### src/rtl/increment_16bit_counter.sv
// -----------------------------------------------------------------------------
// increment_16bit_counter
//
// A registered up-counter that adds STEP on each enabled clock. It is the
// up-counting register (PC / loop index) used next to the ALU datapath.
//
// Update priority on every rising clk edge: clr > load > en > hold.
//   count    : current value (registered)
//   carry    : 1-cycle pulse, unsigned wrap (or saturation) on the last update
//   overflow : sticky, a non-negative value stepped into the negative range;
//              cleared only by clr, load or reset
//   tc_hit   : 1-cycle pulse, an increment produced a value equal to tc_val
//
// Build option:
//   INC_SATURATE_EN  when defined, an increment that would wrap past all-ones
//                    leaves count at all-ones and still pulses carry. When it
//                    is undefined (default), the counter wraps modulo 2**WIDTH.
//   The port list and the reset values are the same in both builds.
// -----------------------------------------------------------------------------
module increment_16bit_counter #(
  parameter int unsigned WIDTH = 16,
  // Legal range is 1 .. 2**(WIDTH-1)-1.
  parameter int unsigned STEP  = 1
) (
  input  logic             clk,
  input  logic             rst_n,
  input  logic             clr,
  input  logic             load,
  input  logic [WIDTH-1:0] load_val,
  input  logic             en,
  input  logic [WIDTH-1:0] tc_val,
  output logic [WIDTH-1:0] count,
  output logic             carry,
  output logic             overflow,
  output logic             tc_hit
);

  // STEP widened to the WIDTH+1 bit adder so the carry-out lands in the top bit.
  localparam logic [WIDTH:0] STEP_EXT = (WIDTH+1)'(STEP);

  // State registers and their next-state values.
  logic [WIDTH-1:0] count_q,    count_d;
  logic             carry_q,    carry_d;
  logic             overflow_q, overflow_d;
  logic             tc_hit_q,   tc_hit_d;

  // Increment datapath.
  logic [WIDTH:0]   sum;        // raw {carry, value} sum
  logic [WIDTH-1:0] inc_val;    // value the counter takes on an increment
  logic             inc_carry;  // carry reported for that increment
  logic             inc_ovf;    // non-negative value became negative

  assign sum       = {1'b0, count_q} + STEP_EXT;
  assign inc_carry = sum[WIDTH];

  // The overflow rule looks at the raw sum in both builds, so saturation does
  // not change when overflow is flagged.
  assign inc_ovf   = ~count_q[WIDTH-1] & sum[WIDTH-1];

`ifdef INC_SATURATE_EN
  // Saturating build: stop at all-ones. tc_hit compares the saturated value.
  assign inc_val = inc_carry ? {WIDTH{1'b1}} : sum[WIDTH-1:0];
`else
  // Default build: wrap modulo 2**WIDTH.
  assign inc_val = sum[WIDTH-1:0];
`endif

  // Next-state selection: clr > load > en > hold.
  always_comb begin
    // NOTE: every output of this block gets a default before any branch, so no
    // path through the if/else chain can leave a signal unassigned and infer a
    // latch.
    count_d    = count_q;
    carry_d    = 1'b0;
    overflow_d = overflow_q;
    tc_hit_d   = 1'b0;

    if (clr) begin
      count_d    = '0;
      overflow_d = 1'b0;
    end else if (load) begin
      count_d    = load_val;
      overflow_d = 1'b0;
    end else if (en) begin
      count_d    = inc_val;
      carry_d    = inc_carry;
      overflow_d = overflow_q | inc_ovf;
      tc_hit_d   = (inc_val == tc_val);
    end
  end

  // State flops, cleared asynchronously when rst_n is low.
  always_ff @(posedge clk or negedge rst_n) begin
    if (!rst_n) begin
      count_q    <= '0;
      carry_q    <= 1'b0;
      overflow_q <= 1'b0;
      tc_hit_q   <= 1'b0;
    end else begin
      // NOTE: non-blocking assignments, so every flop in this block samples the
      // values from before the edge. Blocking assignments here would let one
      // flop see another flop's new value within the same edge.
      count_q    <= count_d;
      carry_q    <= carry_d;
      overflow_q <= overflow_d;
      tc_hit_q   <= tc_hit_d;
    end
  end

  // The outputs are the registered state, with no logic after the flops.
  assign count    = count_q;
  assign carry    = carry_q;
  assign overflow = overflow_q;
  assign tc_hit   = tc_hit_q;

endmodule

### config.mk
export PLATFORM = sky130hd
export DESIGN_NAME = increment_16bit_counter
export DESIGN_NICKNAME = d
export VERILOG_FILES = /design/src/rtl/increment_16bit_counter.sv
export SDC_FILE = /design/constraint.sdc
export NUM_CORES = 1
export LEC_CHECK = 0
export ABC_AREA = 1
export BUFFER_PORTS_ARGS = -buffer_cell sky130_fd_sc_hd__buf_2
export CAP_MARGIN = 10
export CORE_MARGIN = 5
export CORE_UTILIZATION = 45
export CTS_BUF_LIST = sky130_fd_sc_hd__clkbuf_8
export CTS_CLUSTER_DIAMETER = 100
export DETAILED_ROUTE_END_ITERATION = 16
export PLACE_DENSITY_LB_ADDON = 0.2
export SYNTH_ARGS = -nofsm -noshare
export SYNTH_HDL_FRONTEND = slang
export SYNTH_SLANG_ARGS = --single-unit
### constraint.sdc
create_clock -name clk -period 6.7 [get_ports clk]
set_clock_uncertainty 0.15 [all_clocks]
set_input_delay 1.34 -clock clk [delete_from_list [all_inputs] [get_ports clk]]
set_output_delay 1.34 -clock clk [all_outputs]
set_load 0.02 [all_outputs]
Word-level counts from Yosys, hierarchy flattened
Index checks and enable logic that the tools add are counted.

Word-level logic and storage cells: 22. Flip-flop bits (word level): 19. Bits of input ports: 37. Output and inout port bits: 19.

Multiplexer cells: 12. Reduce and logical (&&, ||, !) cells: 1. Bitwise logic cells: 3. Equal/unequal tests: 1. Add/subtract/negate cells: 1.

Operator list (count): 16-bit two-way mux (3); 16-bit by 1-bit adder with 17-bit output, second input constant (1); 16-bit == test (1); 1-bit two-way mux (9); 3-bit nonzero test (1); 1-bit bitwise AND (1); 1-bit NOT (1); 1-bit OR (1).

Depth between registers and ports, before layout
Gate-level depths: netlist of the first run.

Word-level depth: 6. Mapped depth: 19. Depth with buffers taken out: 19.

Worst setup path after synthesis of the first run
No wires, ideal clock.

Path type: input-to-reg. From: input clr. To: register tc_hit_q, in the netlist tc_hit. Buffers on the path: 0. Arrival time: 2.230 ns. Library setup time: 0.069 ns. Setup slack: 4.251 ns. Data required time: 6.481 ns. Stages: 11. Cells stage by stage: nor2_2 -> nand2_1 -> nor2_1 -> nand2_1 -> nor2_1 -> nand3_1 -> nor2_1 -> nand2_1 -> nor2_1 -> nand2_1 -> nor2_2.

Word-level cells in the longest chain between the ends: 1.

RTL lines: from (decl) (line 27) `input logic clr,`; 1-bit two-way mux (line 78) `if (clr) begin`; named net tc_hit_d (line 45) `logic tc_hit_q, tc_hit_d;`; to (signal assigned) (line 106) `tc_hit_q <= tc_hit_d;`; to (decl) (line 45).

The timed path passes the listed nets, and every way through them passes these cells. A chain may end at the register's enable or synchronous reset.

Final worst setup path of the first run
From: input load. To: register tc_hit_q, in the netlist tc_hit.

Word-level cells in the longest chain between the ends: 2.

RTL lines: from (decl) (line 28) `input logic load,`; 1-bit two-way mux (line 81) `end else if (load) begin`; 1-bit two-way mux (line 78); named net tc_hit_d (line 45).

The timed path passes the listed nets, and every way through them passes these cells.

==> run_results.csv, run 1 <==
group,metric,value,unit
cells_and_area,final_core_util,56.0,%
sta,fin_crit,2890,ps
global_route,grt_start_max_net_pins,31,
clock_tree,post_cts_buffers,0,
sta,tightest_slew,540,ps
worst_setup_path,cp_top_family,"simple AND/OR/NAND/NOR gates",
yosys,synth_edf_count,0,
floorplan,die_x,71.0,um
worst_setup_path,endpoint_kind,"flip-flop",
placement,place_inst,369,
power_and_ir_drop,powerDensity,150,nW/um2
route,vias_per_cell,4.92,
route,wire_per_inst,12.7,um
cells_and_area,antenna_cells,0,
sta,min_period_over_period,43.2,%
yosys,netlist_area,1680,um2
cells_and_area,finalNetCount,365,
yosys,yosys.area.top_type,"dfrtp_1",
clock_tree,path_clk_slew,80,ps
sta,rsz0062_at_grt,"false",
min_path,hold_class,"reg -> reg",
cells_and_area,areaGrowthSynthToFinish,21.3,%
sta,timing.final.ws_setup,3810,ps
yosys,yosys_register_bits,19,
run_status,status,"finished clean",
worst_setup_path,path_class,"in -> reg",
yosys,synth_area_leaders,"dfrtp_1, nand2_1, inv_1",
sta,drv_slew,0,
global_route,antenna_found_initial,0,
cells_and_area,fillers,387,
yosys,synthAdderAreaFrac,1.49,%
clock_tree,htreeDepth,1,
route,initialDrtViolationCount,136,
floorplan,die_y,71.0,um
job,cap_violations,0,
yosys,synth.area.mux_share,0,%
route,vias,1834,
yosys,ys.flop_type,"dfrtp_1",
cells_and_area,final_common_cell,"nand2_1",
clock_tree,clockBufferDepth,2,
yosys,synth_top_area_share,28.4,%
yosys,synth_compound_area_share,10.9,%
worst_setup_path,crit-reg2reg-launch,"count[2]",
sta,finalSetupViolCount,0,
clock_tree,cts_root_buffer,"clkbuf_8",
global_route,gr-total-overflow,0,
worst_setup_path,cp_slowest_cell,"nand2_1",
sta,finalSetupTns,0,ps
cells_and_area,layout-drive-gt1-share,23.7,%
floorplan,initial_core_util,46.1,%
cells_and_area,fin_cells,373,
yosys,netlist-cell-type-count,29,
yosys,yosysSeqAreaShare,28.4,%
worst_setup_path,critical_path.max_stage_delay,320,ps
placement,pre_cts_ws,3540,ps
clock_tree,clock-sinks,19,
yosys,synth_top_family_by_area,"simple AND/OR/NAND/NOR gates",
yosys,ys_warn_count,0,
global_route,grt_first_pass_wirelength,7980,um
worst_setup_path,crit_chain,"buf_2 -> nor2_2 -> nand2_1 -> nor2_1 -> nand2_1 -> nor2_1 -> nand3_1 -> nor2_1 -> nand2_1 -> nor2_1 -> nand2_1 -> nor2_2",
sta,hold_ws,357,ps
route,wl,4740,um
global_route,grt_usage,19.2,%
clock_tree,cts_buffers,3,
route,first_pass_iters,5,
yosys,syn-instance-count,272,
floorplan,pin_count,56,
yosys,syn-num-nets,311,
worst_setup_path,crit_buf_inv,1,
worst_setup_path,startpoint_type,"input pin",
yosys,synth-xor-area-share,0.522,%
worst_setup_path,startpoint,"load",
min_path,holdCritStartpoint,"overflow",
worst_setup_path,worstPathRequired,6750,ps
global_route,grt_pass1_vias,1769,
sta,hold_violations,0,
worst_setup_path,critical_path.max_fanout,30,
floorplan,rows,22,
power_and_ir_drop,irDropWorstVdd,0.0842,mV
placement,io_buffer_count,55,
yosys,async_flop_share,100,%
cells_and_area,layout_common_cells,"nand2_1, buf_2, inv_1",
route,final_antenna_net_count,0,
floorplan,die_area,5050,um2
route,drc,0,
yosys,avgSynthCellArea,6.16,um2
yosys,synth-simple-area-share,47.0,%
clock_tree,insertion_delay,260,ps
placement,place_hpwl,3780,um
clock_tree,cts_resized,0,
floorplan,coreArea,3630,um2
sta,relSlewSlack,64.0,%
placement,place_congestion,0.870,
clock_tree,cts_tree,"built",
worst_setup_path,cp.arrival,2940,ps
power_and_ir_drop,leakage,1.15,nW
sta,timing.fmax,346,MHz
clock_tree,hold_buffers,0,
==> cell usage after synthesis, drive strengths merged (3+ instances only) <==
| cell | n |
|---|---|
| nand4 | 5 |
| dfrtp | 19 |
| nand2 | 90 |
| nand3 | 37 |
| inv | 45 |
| clkbuf | 3 |
| nand3b | 5 |
| o22ai | 8 |
| a21oi | 9 |
| nor2 | 24 |
| buf | 3 |
| o21ai | 14 |
==> routing by layer <==
layer	up-vias	GRT usage, %	share of wire (%)
met5	-	0	0
met4	0	6.05	0.97
met3	6	2.98	7.3
met2	66	30.0	45
met1	783	27.2	46
li1	979	-	-
==> worst reg2reg max path, delay by kind of cell, from the launching register on <==
| family | cells | cell delay, ps |
|---|---|---|
| simple gates | 17 | 1570 |
| fa+ha+maj | 1 | 270 |
| flops | 1 | 460 |
==> layout make-up <==
| type | instances | area (um2) | share of cell area [%] |
|---|---|---|---|
| clock buffers | 3 | 41.3 | 2.03 |
| multi-input cells | 201 | 1000 | 49.4 |
| clock inverters | 1 | 3.75 | 0.185 |
| flip-flops and latches | 19 | 475 | 23.4 |
| well taps | 48 | 60.1 | 2.95 |
| inverters | 46 | 173 | 8.49 |
| repair buffers | 55 | 275 | 13.5 |
==> sequential cells by signal (all words and copies together) (netlist names) <==
signal    count
count        16
carry         1
overflow      1
tc_hit        1
==> path summary, 6_finish.rpt <==
path	endpoint	cells after the start	slack, ps
worst min-delay path	overflow	2	360
worst max-delay path	tc_hit	12	3810
worst min register to register	overflow	2	360
worst max register to register	tc_hit	18	4180
min in group asynchronous	count[2]	1	870
max in group asynchronous	count[9]	1	5220
==> cells by family after synthesis <==
family | count (synthesis)
simple gates | 165
buf+inv | 52
compound gates | 33
flops | 19
fa+ha+maj | 2
xor+xnor | 1
==> through the flow <==
step	cell area [um2]	power [mW]
floorplan	1680	0.190
global route	2030	0.323
finish	2030	0.305
global placement	1990	0.224
CTS	2030	0.306
detailed placement	1990	0.224
==> power by group <==
part / total (mW) / switching, mW / internal, mW
clock: 0.0829 / 0.0420 / 0.0409
sequential: 0.132 / 0.0103 / 0.122
combinational: 0.0898 / 0.0570 / 0.0329
total: 0.305 / 0.109 / 0.196
(Power assumes the default switching activity.)
==> run 2: changes to the inputs <==
- ABC_AREA: 1 -> 0
- clock period: 6.7 -> 3 ns (I/O delays scaled with it)
==> run_results.csv, run 2 <==
group,metric,value,unit
cells_and_area,antenna_cells,0,
cells_and_area,finalNetCount,278,
cells_and_area,fillers,344,
clock_tree,hold_buffers,0,
yosys,yosys.area.top_type,"dfrtp_1",
floorplan,rows,21,
worst_setup_path,endpoint_kind,"flip-flop",
power_and_ir_drop,power_frac_comb,24.4,%
placement,io_buffer_count,55,
sta,finalSetupTns,0,ps
sta,relSlewSlack,66.9,%
clock_tree,cts_root_buffer,"clkbuf_8",
sta,drv_slew,0,
cells_and_area,layout-drive-gt1-share,29.0,%
worst_setup_path,crit_chain,"and3_1 -> nand3_2 -> nor2_1 -> ha_1 -> xor2_1 -> nand3_1 -> nor4_1 -> nand4_1 -> nor4_2",
route,drc,0,
job,cap_violations,0,
global_route,grtUsageMet3,3.62,%
placement,place_congestion,0.802,
yosys,synth_edf_count,0,
cells_and_area,layout_common_cells,"buf_2, nand2_1, xnor2_1",
yosys,netlist-cell-type-count,42,
clock_tree,clock-sinks,19,
sta,min_period_over_period,86.2,%
clock_tree,cts_resized,0,
cells_and_area,ff_latch_area,475,um2
route,first_pass_iters,4,
power_and_ir_drop,leakage,0.839,nW
cells_and_area,multiInputGateArea,1030,um2
worst_setup_path,cp_slowest_cell,"dfrtp_1",
power_and_ir_drop,intPower,0.429,mW
clock_tree,path_clk_slew,80,ps
global_route,busiest_layer,"met2",
run_status,status,"finished clean",
sta,hold_ws,129,ps
worst_setup_path,critical_path.max_stage_delay,520,ps
global_route,gr-total-overflow,0,
power_and_ir_drop,powerDensity,334,nW/um2
clock_tree,cts_tree,"built",
global_route,grtUsageMet2,27.3,%
clock_tree,insertion_delay,260,ps
yosys,ys.flop_type,"dfrtp_1",
floorplan,coreArea,3390,um2
yosys,syn-num-nets,236,
cells_and_area,final_core_util,55.9,%
route,wl,3990,um
global_route,grt_usage,17.1,%
global_route,grt_start_max_net_pins,20,
sta,hold_violations,0,
worst_setup_path,cp_top_family,"simple AND/OR/NAND/NOR gates",
sta,fin_crit,2590,ps
clock_tree,htreeDepth,1,
floorplan,die_area,4850,um2
placement,place_inst,280,
power_and_ir_drop,seqPwrFrac,46.5,%
clock_tree,clockBufferDepth,2,
cells_and_area,final_common_cell,"buf_2",
worst_setup_path,cp.arrival,2600,ps
placement,place_hpwl,3100,um
global_route,grt_first_pass_wirelength,6900,um
floorplan,initial_core_util,47.2,%
yosys,synth_top_area_share,29.7,%
global_route,antenna_found_initial,0,
sta,rsz0062_at_grt,"false",
power_and_ir_drop,power.net_switching,0.203,mW
worst_setup_path,crit_buf_inv,0,
route,vias,1504,
worst_setup_path,worstPathRequired,3020,ps
sta,timing.fmax,387,MHz
route,final_antenna_net_count,0,
clock_tree,post_cts_buffers,0,
route,vias_per_cell,5.30,
floorplan,die_y,69.6,um
power_and_ir_drop,p_sw_share,32.1,%
cells_and_area,areaGrowthSynthToFinish,18.5,%
worst_setup_path,startpoint_type,"flip-flop",
worst_setup_path,path_class,"reg -> reg",
yosys,yosys_register_bits,19,
yosys,avgSynthCellArea,8.12,um2
sta,timing.final.ws_setup,415,ps
yosys,yosysSeqAreaShare,29.7,%
yosys,netlist_area,1600,um2
cells_and_area,largest_register_ffs,16,
global_route,grt_pass1_vias,1449,
cells_and_area,fin_cells,284,
yosys,synth_area_leaders,"dfrtp_1, xnor2_1, nand2_1",
floorplan,pin_count,56,
power_and_ir_drop,share_clk_of_total_power,29.0,%
route,wire_per_inst,14.1,um
placement,pre_cts_ws,415,ps
route,initialDrtViolationCount,51,
min_path,hold_class,"in -> async",
floorplan,die_x,69.6,um
global_route,met1_usage,23.5,%
yosys,syn-instance-count,197,
sta,finalSetupViolCount,0,
clock_tree,cts_buffers,3,
yosys,async_flop_share,100,%
yosys,synth_common_cells,"nand2_1, xnor2_1, dfrtp_1",
yosys,ys_warn_count,0,
worst_setup_path,critical_path.max_fanout,10,
power_and_ir_drop,irDropWorstVdd,0.197,mV
sta,tightest_slew,496,ps
## run 2: logic make-up after synthesis
kind of cell               count (synthesis)  share of synthesized area [%]
AOI/OAI and AO/OA                         28                           10.6
and+or+nand+nor                           93                           33.4
xor gates and xnor gates                  32                           17.5
muxes                                      2                           1.25
DFF                                       19                           29.7
adders and majority gates                  2                           1.56
buffers and inverters                     21                           5.94
## run 2: power by group through the flow
stage | registers (mW) | logic (mW) | clock network [mW]
after floorplan | 0.304 | 0.0934 | 0
final | 0.294 | 0.155 | 0.184
after global placement | 0.298 | 0.157 | 0
after CTS | 0.294 | 0.157 | 0.188
after detailed placement | 0.299 | 0.156 | 0
after global routing | 0.298 | 0.174 | 0.203
## run 2: through the flow
| stage | total power, mW | area, um2 |
|---|---|---|
| floorplan | 0.397 | 1600 |
| global placement | 0.455 | 1850 |
| detailed placement | 0.455 | 1850 |
| CTS | 0.639 | 1900 |
| global route | 0.675 | 1900 |
| finish | 0.633 | 1900 |
## run 2: layout make-up
class	count	share of cell area, %
clock inverters	1	0.264
flip-flops and latches	19	25.1
repair buffers	55	14.5
inverters	3	0.594
clock buffers	3	2.18
multi-input cells	157	54.3
well taps	46	3.04
## run 2: path summary, 6_finish.rpt
path / slack [ps] / to / cells after the start / from
worst min register to register: 410 / carry / 2 / count[15]
worst max-delay path: 410 / tc_hit / 9 / count[2]
max in group asynchronous: 2250 / count[11] / 1 / rst_n
worst max register to register: 410 / tc_hit / 9 / count[2]
min in group clk: 410 / carry / 2 / count[15]
worst min-delay path: 130 / count[3] / 1 / rst_n
## run 2: layer usage
metal,routed length [um],up-vias
met5,0,-
met4,23,0
met3,263,2
met2,1800,38
met1,1910,692
li1,-,772
